==> src/rtl/rom_burst_reader_if.sv <==
// Request and response channels of the burst ROM reader.
// The master issues bursts and consumes beats; the slave is the ROM.
interface rom_burst_reader_if #(
    parameter int ADDR_WIDTH = 8,
    parameter int LEN_WIDTH  = 4,
    parameter int DATA_WIDTH = 8
);
    logic                  req_valid;
    logic                  req_ready;
    logic [ADDR_WIDTH-1:0] req_addr;
    logic [LEN_WIDTH-1:0]  req_len;
    logic                  out_valid;
    logic                  out_ready;
    logic [DATA_WIDTH-1:0] out_data;
    logic                  out_last;
    logic                  out_err;
    logic                  busy;

    modport master (
        output req_valid, req_addr, req_len, out_ready,
        input  req_ready, out_valid, out_data, out_last, out_err, busy
    );

    modport slave (
        input  req_valid, req_addr, req_len, out_ready,
        output req_ready, out_valid, out_data, out_last, out_err, busy
    );
endinterface

==> src/rtl/rom_burst_reader.sv <==
// Constant-initialised ROM streamed out as wrapping bursts over valid/ready
// channels; a new burst can be accepted on the edge that retires the last beat.
module rom_burst_reader #(
    parameter int DATA_WIDTH = 8,
    parameter int ADDR_WIDTH = 8,
    parameter int DEPTH      = 256,
    parameter int INIT_COUNT = 20,
    parameter int LEN_WIDTH  = 4
) (
    input logic                clk,
    input logic                rst_n,
    rom_burst_reader_if.slave  bus
);
    typedef enum logic {IDLE, BURST} state_t;

    localparam logic [ADDR_WIDTH-1:0] LAST_ADDR = ADDR_WIDTH'(DEPTH - 1);

    state_t                  state, state_nxt;
    logic [ADDR_WIDTH-1:0]   addr_reg, addr_nxt, addr_inc;
    logic [LEN_WIDTH-1:0]    remaining, rem_nxt;
    logic                    valid_q, valid_nxt;
    logic                    last_q, last_nxt;
    logic                    advance, ready, accept, in_range;

    // Full address space is populated so any addr_reg indexes legally;
    // words at or beyond DEPTH are zero and flagged by out_err instead.
    logic [DATA_WIDTH-1:0]   mem [2**ADDR_WIDTH];

    for (genvar i = 0; i < 2**ADDR_WIDTH; i++) begin : g_rom
        assign mem[i] = (i < DEPTH && i < INIT_COUNT) ? DATA_WIDTH'(i) : '0;
    end

    assign in_range = (32'(addr_reg) < DEPTH);
    assign addr_inc = (addr_reg == LAST_ADDR || addr_reg == '1) ? '0 : addr_reg + 1'b1;

    always_ff @(posedge clk or negedge rst_n) begin
        if (!rst_n) begin
            state     <= IDLE;
            addr_reg  <= '0;
            remaining <= '0;
            valid_q   <= 1'b0;
            last_q    <= 1'b0;
        end else begin
            state     <= state_nxt;
            addr_reg  <= addr_nxt;
            remaining <= rem_nxt;
            valid_q   <= valid_nxt;
            last_q    <= last_nxt;
        end
    end

    always_comb begin
        state_nxt = state;
        addr_nxt  = addr_reg;
        rem_nxt   = remaining;
        valid_nxt = valid_q;
        last_nxt  = last_q;
        advance   = !valid_q || bus.out_ready;
        ready     = (state == IDLE) || (remaining == '0 && advance);
        accept    = bus.req_valid && ready;
        if (accept) begin
            // Takes priority over retiring the final beat: no bubble between bursts.
            state_nxt = BURST;
            addr_nxt  = bus.req_addr;
            rem_nxt   = bus.req_len;
            valid_nxt = 1'b1;
            last_nxt  = (bus.req_len == '0);
        end else if (state == BURST && advance) begin
            if (remaining != '0) begin
                addr_nxt = addr_inc;
                rem_nxt  = remaining - 1'b1;
                last_nxt = (remaining == LEN_WIDTH'(1));
            end else begin
                state_nxt = IDLE;
                valid_nxt = 1'b0;
                last_nxt  = 1'b0;
            end
        end
    end

    assign bus.req_ready = ready;
    assign bus.out_valid = valid_q;
    assign bus.out_last  = last_q;
    assign bus.out_err   = !in_range;
    assign bus.out_data  = in_range ? mem[addr_reg] : '0;
    assign bus.busy      = (state == BURST);
endmodule

==> src/flat_wrapper.sv <==
// flat-port wrapper written by rule: the top's interface ports become plain ports
module rom_burst_reader_flat 
#(
    parameter int DATA_WIDTH = 8,
    parameter int ADDR_WIDTH = 8,
    parameter int DEPTH      = 256,
    parameter int INIT_COUNT = 20,
    parameter int LEN_WIDTH  = 4
)
  (clk, rst_n, bus_req_valid, bus_req_addr, bus_req_len, bus_out_ready, bus_req_ready, bus_out_valid, bus_out_data, bus_out_last, bus_out_err, bus_busy);
  rom_burst_reader_if #(.ADDR_WIDTH(ADDR_WIDTH), .LEN_WIDTH(LEN_WIDTH), .DATA_WIDTH(DATA_WIDTH)) bus_i ();
  input logic clk;
  input logic rst_n;
  input wire logic [$bits(bus_i.req_valid)-1:0] bus_req_valid;
  input wire logic [$bits(bus_i.req_addr)-1:0] bus_req_addr;
  input wire logic [$bits(bus_i.req_len)-1:0] bus_req_len;
  input wire logic [$bits(bus_i.out_ready)-1:0] bus_out_ready;
  output wire logic [$bits(bus_i.req_ready)-1:0] bus_req_ready;
  output wire logic [$bits(bus_i.out_valid)-1:0] bus_out_valid;
  output wire logic [$bits(bus_i.out_data)-1:0] bus_out_data;
  output wire logic [$bits(bus_i.out_last)-1:0] bus_out_last;
  output wire logic [$bits(bus_i.out_err)-1:0] bus_out_err;
  output wire logic [$bits(bus_i.busy)-1:0] bus_busy;
  assign bus_i.req_valid = bus_req_valid;
  assign bus_i.req_addr = bus_req_addr;
  assign bus_i.req_len = bus_req_len;
  assign bus_i.out_ready = bus_out_ready;
  assign bus_req_ready = bus_i.req_ready;
  assign bus_out_valid = bus_i.out_valid;
  assign bus_out_data = bus_i.out_data;
  assign bus_out_last = bus_i.out_last;
  assign bus_out_err = bus_i.out_err;
  assign bus_busy = bus_i.busy;
  rom_burst_reader #(.DATA_WIDTH(DATA_WIDTH), .ADDR_WIDTH(ADDR_WIDTH), .DEPTH(DEPTH), .INIT_COUNT(INIT_COUNT), .LEN_WIDTH(LEN_WIDTH)) u_core (.clk(clk), .rst_n(rst_n), .bus(bus_i));
endmodule
==> config.mk <==
export PLATFORM = sky130hd
export DESIGN_NAME = rom_burst_reader_flat
export DESIGN_NICKNAME = d
export VERILOG_FILES = /design/src/rtl/rom_burst_reader_if.sv /design/src/rtl/rom_burst_reader.sv /design/src/flat_wrapper.sv
export SDC_FILE = /design/constraint.sdc
export NUM_CORES = 1
export LEC_CHECK = 0
export ABC_AREA = 1
export BUFFER_PORTS_ARGS = -buffer_cell sky130_fd_sc_hd__buf_2
export CAP_MARGIN = 15
export CORE_AREA = 2 2 51 53
export CTS_CLUSTER_DIAMETER = 150
export CTS_CLUSTER_SIZE = 16
export DETAILED_ROUTE_END_ITERATION = 10
export DIE_AREA = 0 0 53 55
export GPL_TIMING_DRIVEN = 0
export PLACE_DENSITY = 0.8
export RECOVER_POWER = 25
export SKIP_CTS_REPAIR_TIMING = 1
export SYNTH_ARGS = -nofsm -noshare
export SYNTH_HDL_FRONTEND = slang
export SYNTH_SLANG_ARGS = --single-unit
==> constraint.sdc <==
create_clock -name clk -period 2.3 [get_ports clk]
set_clock_uncertainty 0.2 [all_clocks]
set_input_delay 0.345 -clock clk [delete_from_list [all_inputs] [get_ports clk]]
set_output_delay 0.345 -clock clk [all_outputs]
set_load 0.02 [all_outputs]
Word level (Yosys, flattened, before mapping)
Memory sizes are Yosys's and may differ from the RTL's.
Index checks and enable logic that the tools add are counted.
{ "op_classes": {"div_mod_pow": 0, "eq_ne": 3, "addsub": 2, "mux": 15, "n_bitwise": 2, "order_cmp": 1, "mul": 0, "reduce_logical": 13, "shift": 0} }
{ "op_table": {"columns": ["op", "n"], "rows": [
  ["$mux W8", 6],
  ["$mux W4", 3],
  ["$ge A9 B9 Y1 const B", 1],
  ["$not A8 Y9", 1],
  ["$add A8 B1 Y8 const B", 1],
  ["$eq A8 B8 Y1 const B", 1],
  ["$logic_not A4 Y1", 2],
  ["$mux W1", 6],
  ["$eq A4 B1 Y1 const B", 1],
  ["$reduce_and A2 Y1", 2],
  ["$reduce_bool A2 Y1", 2],
  ["$reduce_bool A4 Y1", 1],
  ["$sub A4 B1 Y4 const B", 1],
  ["$logic_and A1 B1 Y1", 3],
  ["$logic_or A1 B1 Y1", 2],
  ["$ne A2 B1 Y1 const B", 1],
  ["$logic_not A1 Y1", 1],
  ["$not A1 Y1", 1]
]} }
{ "word_totals": {"latch_bits": 0, "n_memories": 1, "input_bits": 16, "reg_bits": 14, "output_inout_bits": 13, "wordCells": 41, "mem_bits_ro": 2048, "ram_bits": 0} }
{ "memory_table": {"columns": ["memory", "words", "width", "rd", "rd_ports_with_merged_regs", "write_ports", "line", "source"], "rows": [
  ["(no name shown)", 256, 8, 1, 0, 0, "rom_burst_reader.sv:85", "assign bus.out_data = in_range ? mem[addr_reg] : '0;"]
]} }

Depth between registers and ports, before layout
{ "logic_depth": {"ltp_word": 7, "ltp_mapped": 9, "depth_no_buf": 9} }

Least setup slack after synthesis
OpenSTA, ideal clock, no wires.
{ "synth_path": {"kind": "flip-flop to output port", "startpoint": "reg u_core.addr_reg[6]", "endpoint": "out bus_out_data[2]", "t_required_ns": 1.755, "stages_incl_launch_ff": 4, "setup_slack_ns": 0.533, "path_buffers": 0, "arrival_time_ns": 1.222, "path_cell_list": "dfrtp_1 nor2_1 inv_1 nor4_1"} }
{ "synth_between": {"elab_chain_len": 4} }
{ "synth_lines": {"columns": ["element", "line", "source"], "rows": [
  ["start: declaration", "rom_burst_reader.sv:19", "logic [ADDR_WIDTH-1:0] addr_reg, addr_nxt, addr_inc;"],
  ["start signal: assignment", "rom_burst_reader.sv:45", "addr_reg <= addr_nxt;"],
  ["$not A8 Y9 (implied by the code)", "rom_burst_reader.sv:85", null],
  ["$mem_v2 Z256 W8", null, null],
  ["$mux W8 (implied by the code) (2 in series)", "rom_burst_reader.sv:85", null],
  ["end: declaration", "flat_wrapper.sv:20", "output wire logic [$bits(bus_i.out_data)-1:0] bus_out_data;"]
]} }
No other way between the ends. The select of a mux whose other input is x is not followed.

Final worst setup path
{ "layout_path": {"startpoint": "reg u_core.remaining[0]", "endpoint": "out bus_req_ready"} }
{ "layout_between": {"elab_chain_len": 3} }
{ "layout_lines": {"columns": ["element", "line", "source"], "rows": [
  ["start: declaration", "rom_burst_reader.sv:20", "logic [LEN_WIDTH-1:0] remaining, rem_nxt;"],
  ["start signal: assignment", "rom_burst_reader.sv:46", "remaining <= rem_nxt;"],
  ["$logic_not A4 Y1", "rom_burst_reader.sv:59", "ready = (state == IDLE) || (remaining == '0 && advance);"],
  ["$logic_and A1 B1 Y1", "rom_burst_reader.sv:59", null],
  ["$logic_or A1 B1 Y1", "rom_burst_reader.sv:59", null],
  ["end: declaration", "flat_wrapper.sv:18", "output wire logic [$bits(bus_i.req_ready)-1:0] bus_req_ready;"]
]} }
No other way between the ends.

==> run summary <==
DR DRC count: 0
Max reg flops: 8
Leading cell type in the layout, fill and taps excluded: nand2_1
Post-synth top area share: 0.2920
Core area: 2365 um^2
Pre-CTS setup slack: 0.3953 ns
Most frequent cells in the layout: nand2_1, nand3_1, inv_1
Min cycle time layout: 2.204 ns
Slew headroom: 0.4842
Fraction of layout cells with a size suffix above 1: 0.2786
CP Launch Type: flip-flop
Synth Area per Inst: 7.058 um^2
Worst Setup End Kind: output pin
Hold/Removal Path Class: in -> reg
FP Rows: 18
Die height: 55 um
P per Cell Area: 1184 nW/um^2
DIE AREA: 2915 um^2
Clock sink total: 14
Routability Congestion: 0.8546
Routed WL: 2591 um
Critical path type: reg -> out
Die width: 53 um
GRT Util Overall: 0.1988
Status: completed
Vias in the first global route: 996
Final instance area: 1411 um^2
WL/cell: 11.22 um
Post-synthesis register bit count: 14
Final slew viol count: 0
Placed cell areas: 1364 um^2
Initial antenna violation count: 0
Fillers: 228
Final period utilization: 0.9584
Yosys top cell by area: dfrtp_1
N_diodes: 0
Post-detailed-route count of antenna-violating nets: 0
# placed instances: 226
Final Setup Violations: 0
Vias: 1142
RSZ-0062 raised after global routing: no
Worst-path clk slew: 0.09 ns
Netlist cell types: 28
H-tree depth: 1
Area contributors post-synth: dfrtp_1, nand2_1, nand3_1, inv_1, buf_4
Worst Setup SP: u_core.remaining[0]$_DFFE_PN0P_
Final Total Pwr: 1671 uW
Crit path required time: 1.75 ns
Critical path peak fanout: 10
Number of buffers added on ports: 23
Setup TNS: 0 ns
Register area: 350.3 um^2
Number of max-cap violations: 0
Largest net degree at the start of global routing: 15
R2R depth: 8
Static Leak: 0.0007781 uW
Final WS setup: 0.09559 ns
Initial Utilization: 0.5074
CP arrival: 1.66 ns
Final Hold Violating Endpoints: 0
Min-delay src: bus_req_valid
# nets final: 221
Vias per cell: 4.944
Max Freq: 453.6 MHz
Post-route insts no fill: 231
CTS Buf Count: 3
CTS Root Cell: clkbuf_4
Pre-Repair DR Iteration Count: 4
Initial DRC Count: 23
CTS tree: built
Area Growth Syn to Fin: 17.62%
Least-Margin Pin Slew: 0.7737 ns
Reg-to-Reg Start: u_core.remaining[0]$_DFFE_PN0P_
WHS Path Cells: 3
Synthesized cell area: 1200 um^2
Clk buf depth: 2
Register area share after synthesis: 0.2920
Grt ovf: 0
Number of top-level pins: 29
Worst skew pair latency: 0.28 ns
First-pass GRT wire length: 4195 um
Ys Warns: 0
Multi-input logic area: 650.6 um^2
Post-Syn Instances: 170
Peak supply drop: 0.7943 mV
DPL Wire Length: 2015 um
## stage by stage
stage                     utilization  hold slack [ns]
after floorplan                     -          -0.1506
after global placement         0.5767          0.05710
after detailed placement       0.5767          0.05832
after CTS                      0.5921          -0.2545
after global routing           0.5968           0.1132
final                          0.5968           0.1150
## cells by family (layout without fill, tap and decap cells)
| logic type | after synthesis | count (layout) | share of synthesized area |
|---|---|---|---|
| other | 1 | 4 | 0.003125 |
| XOR/XNOR | 3 | 3 | 0.02190 |
| AND/OR/NAND/NOR | 97 | 97 | 0.3869 |
| adder cells (fa/ha/maj) | 3 | 3 | 0.03129 |
| flip-flops | 14 | 14 | 0.2920 |
| AO/OA/AOI/OAI | 12 | 12 | 0.08758 |
| buffers and inverters | 40 | 68 | 0.1773 |
## metal layers
layer / part of all wire / routed length (um) / GRT usage / up-vias
met1: 0.46 / 1181 / 0.2284 / 527
met2: 0.49 / 1280 / 0.3833 / 22
met3: 0.036 / 94 / 0.01613 / 5
met5: 0 / 0 / 0 / -
met4: 0.014 / 36 / 0.07692 / 0
li1: - / - / - / 588
## power by group
group	internal, uW	switching [uW]
Clock	96.4	85.6
Sequential	355	124
Combinational	394	617
Total	845	826
## synth_stat cells (all sizes together)
| cell | number |
|---|---|
| o21ai | 12 |
| xnor2 | 2 |
| clkinv | 1 |
| nand4 | 1 |
| buf | 10 |
| nor4 | 2 |
| conb | 1 |
| ha | 3 |
| nand2 | 50 |
| nand3 | 32 |
| clkbuf | 1 |
| inv | 28 |
| nor3 | 3 |
| xor2 | 1 |
| dfrtp | 14 |
| nand3b | 3 |
| nor2 | 6 |
## layout make-up
cell class                 count  share of cell area
tap                           30             0.02660
buffer                        11             0.07004
sequential                    14              0.2482
timing repair buffer          24             0.08777
clock buffer                   4             0.02571
multi-input combinational    119              0.4610
inverter                      29             0.08067
## final timing paths
kind	endpoint	slack (ns)
max in group asynchronous	u_core.remaining[0]$_DFFE_PN0P_	0.99
worst min-delay path	u_core.bus.busy$_DFFE_PN0P_	0.11
worst min register to register	u_core.bus.out_last$_DFFE_PN0P_	0.33
min in group asynchronous	u_core.remaining[3]$_DFFE_PN0P_	0.43
worst max-delay path	bus_req_ready	0.1
worst max register to register	u_core.remaining[3]$_DFFE_PN0P_	0.49
## critical path: stages (launching register included)
cell     delay, ns
dfrtp_1       0.40
inv_1         0.13
ha_2          0.23
nand3_1       0.10
nand2_2       0.14
buf_4         0.20
buf_2         0.18
Note: power is estimated with default switching activity, not from simulation.
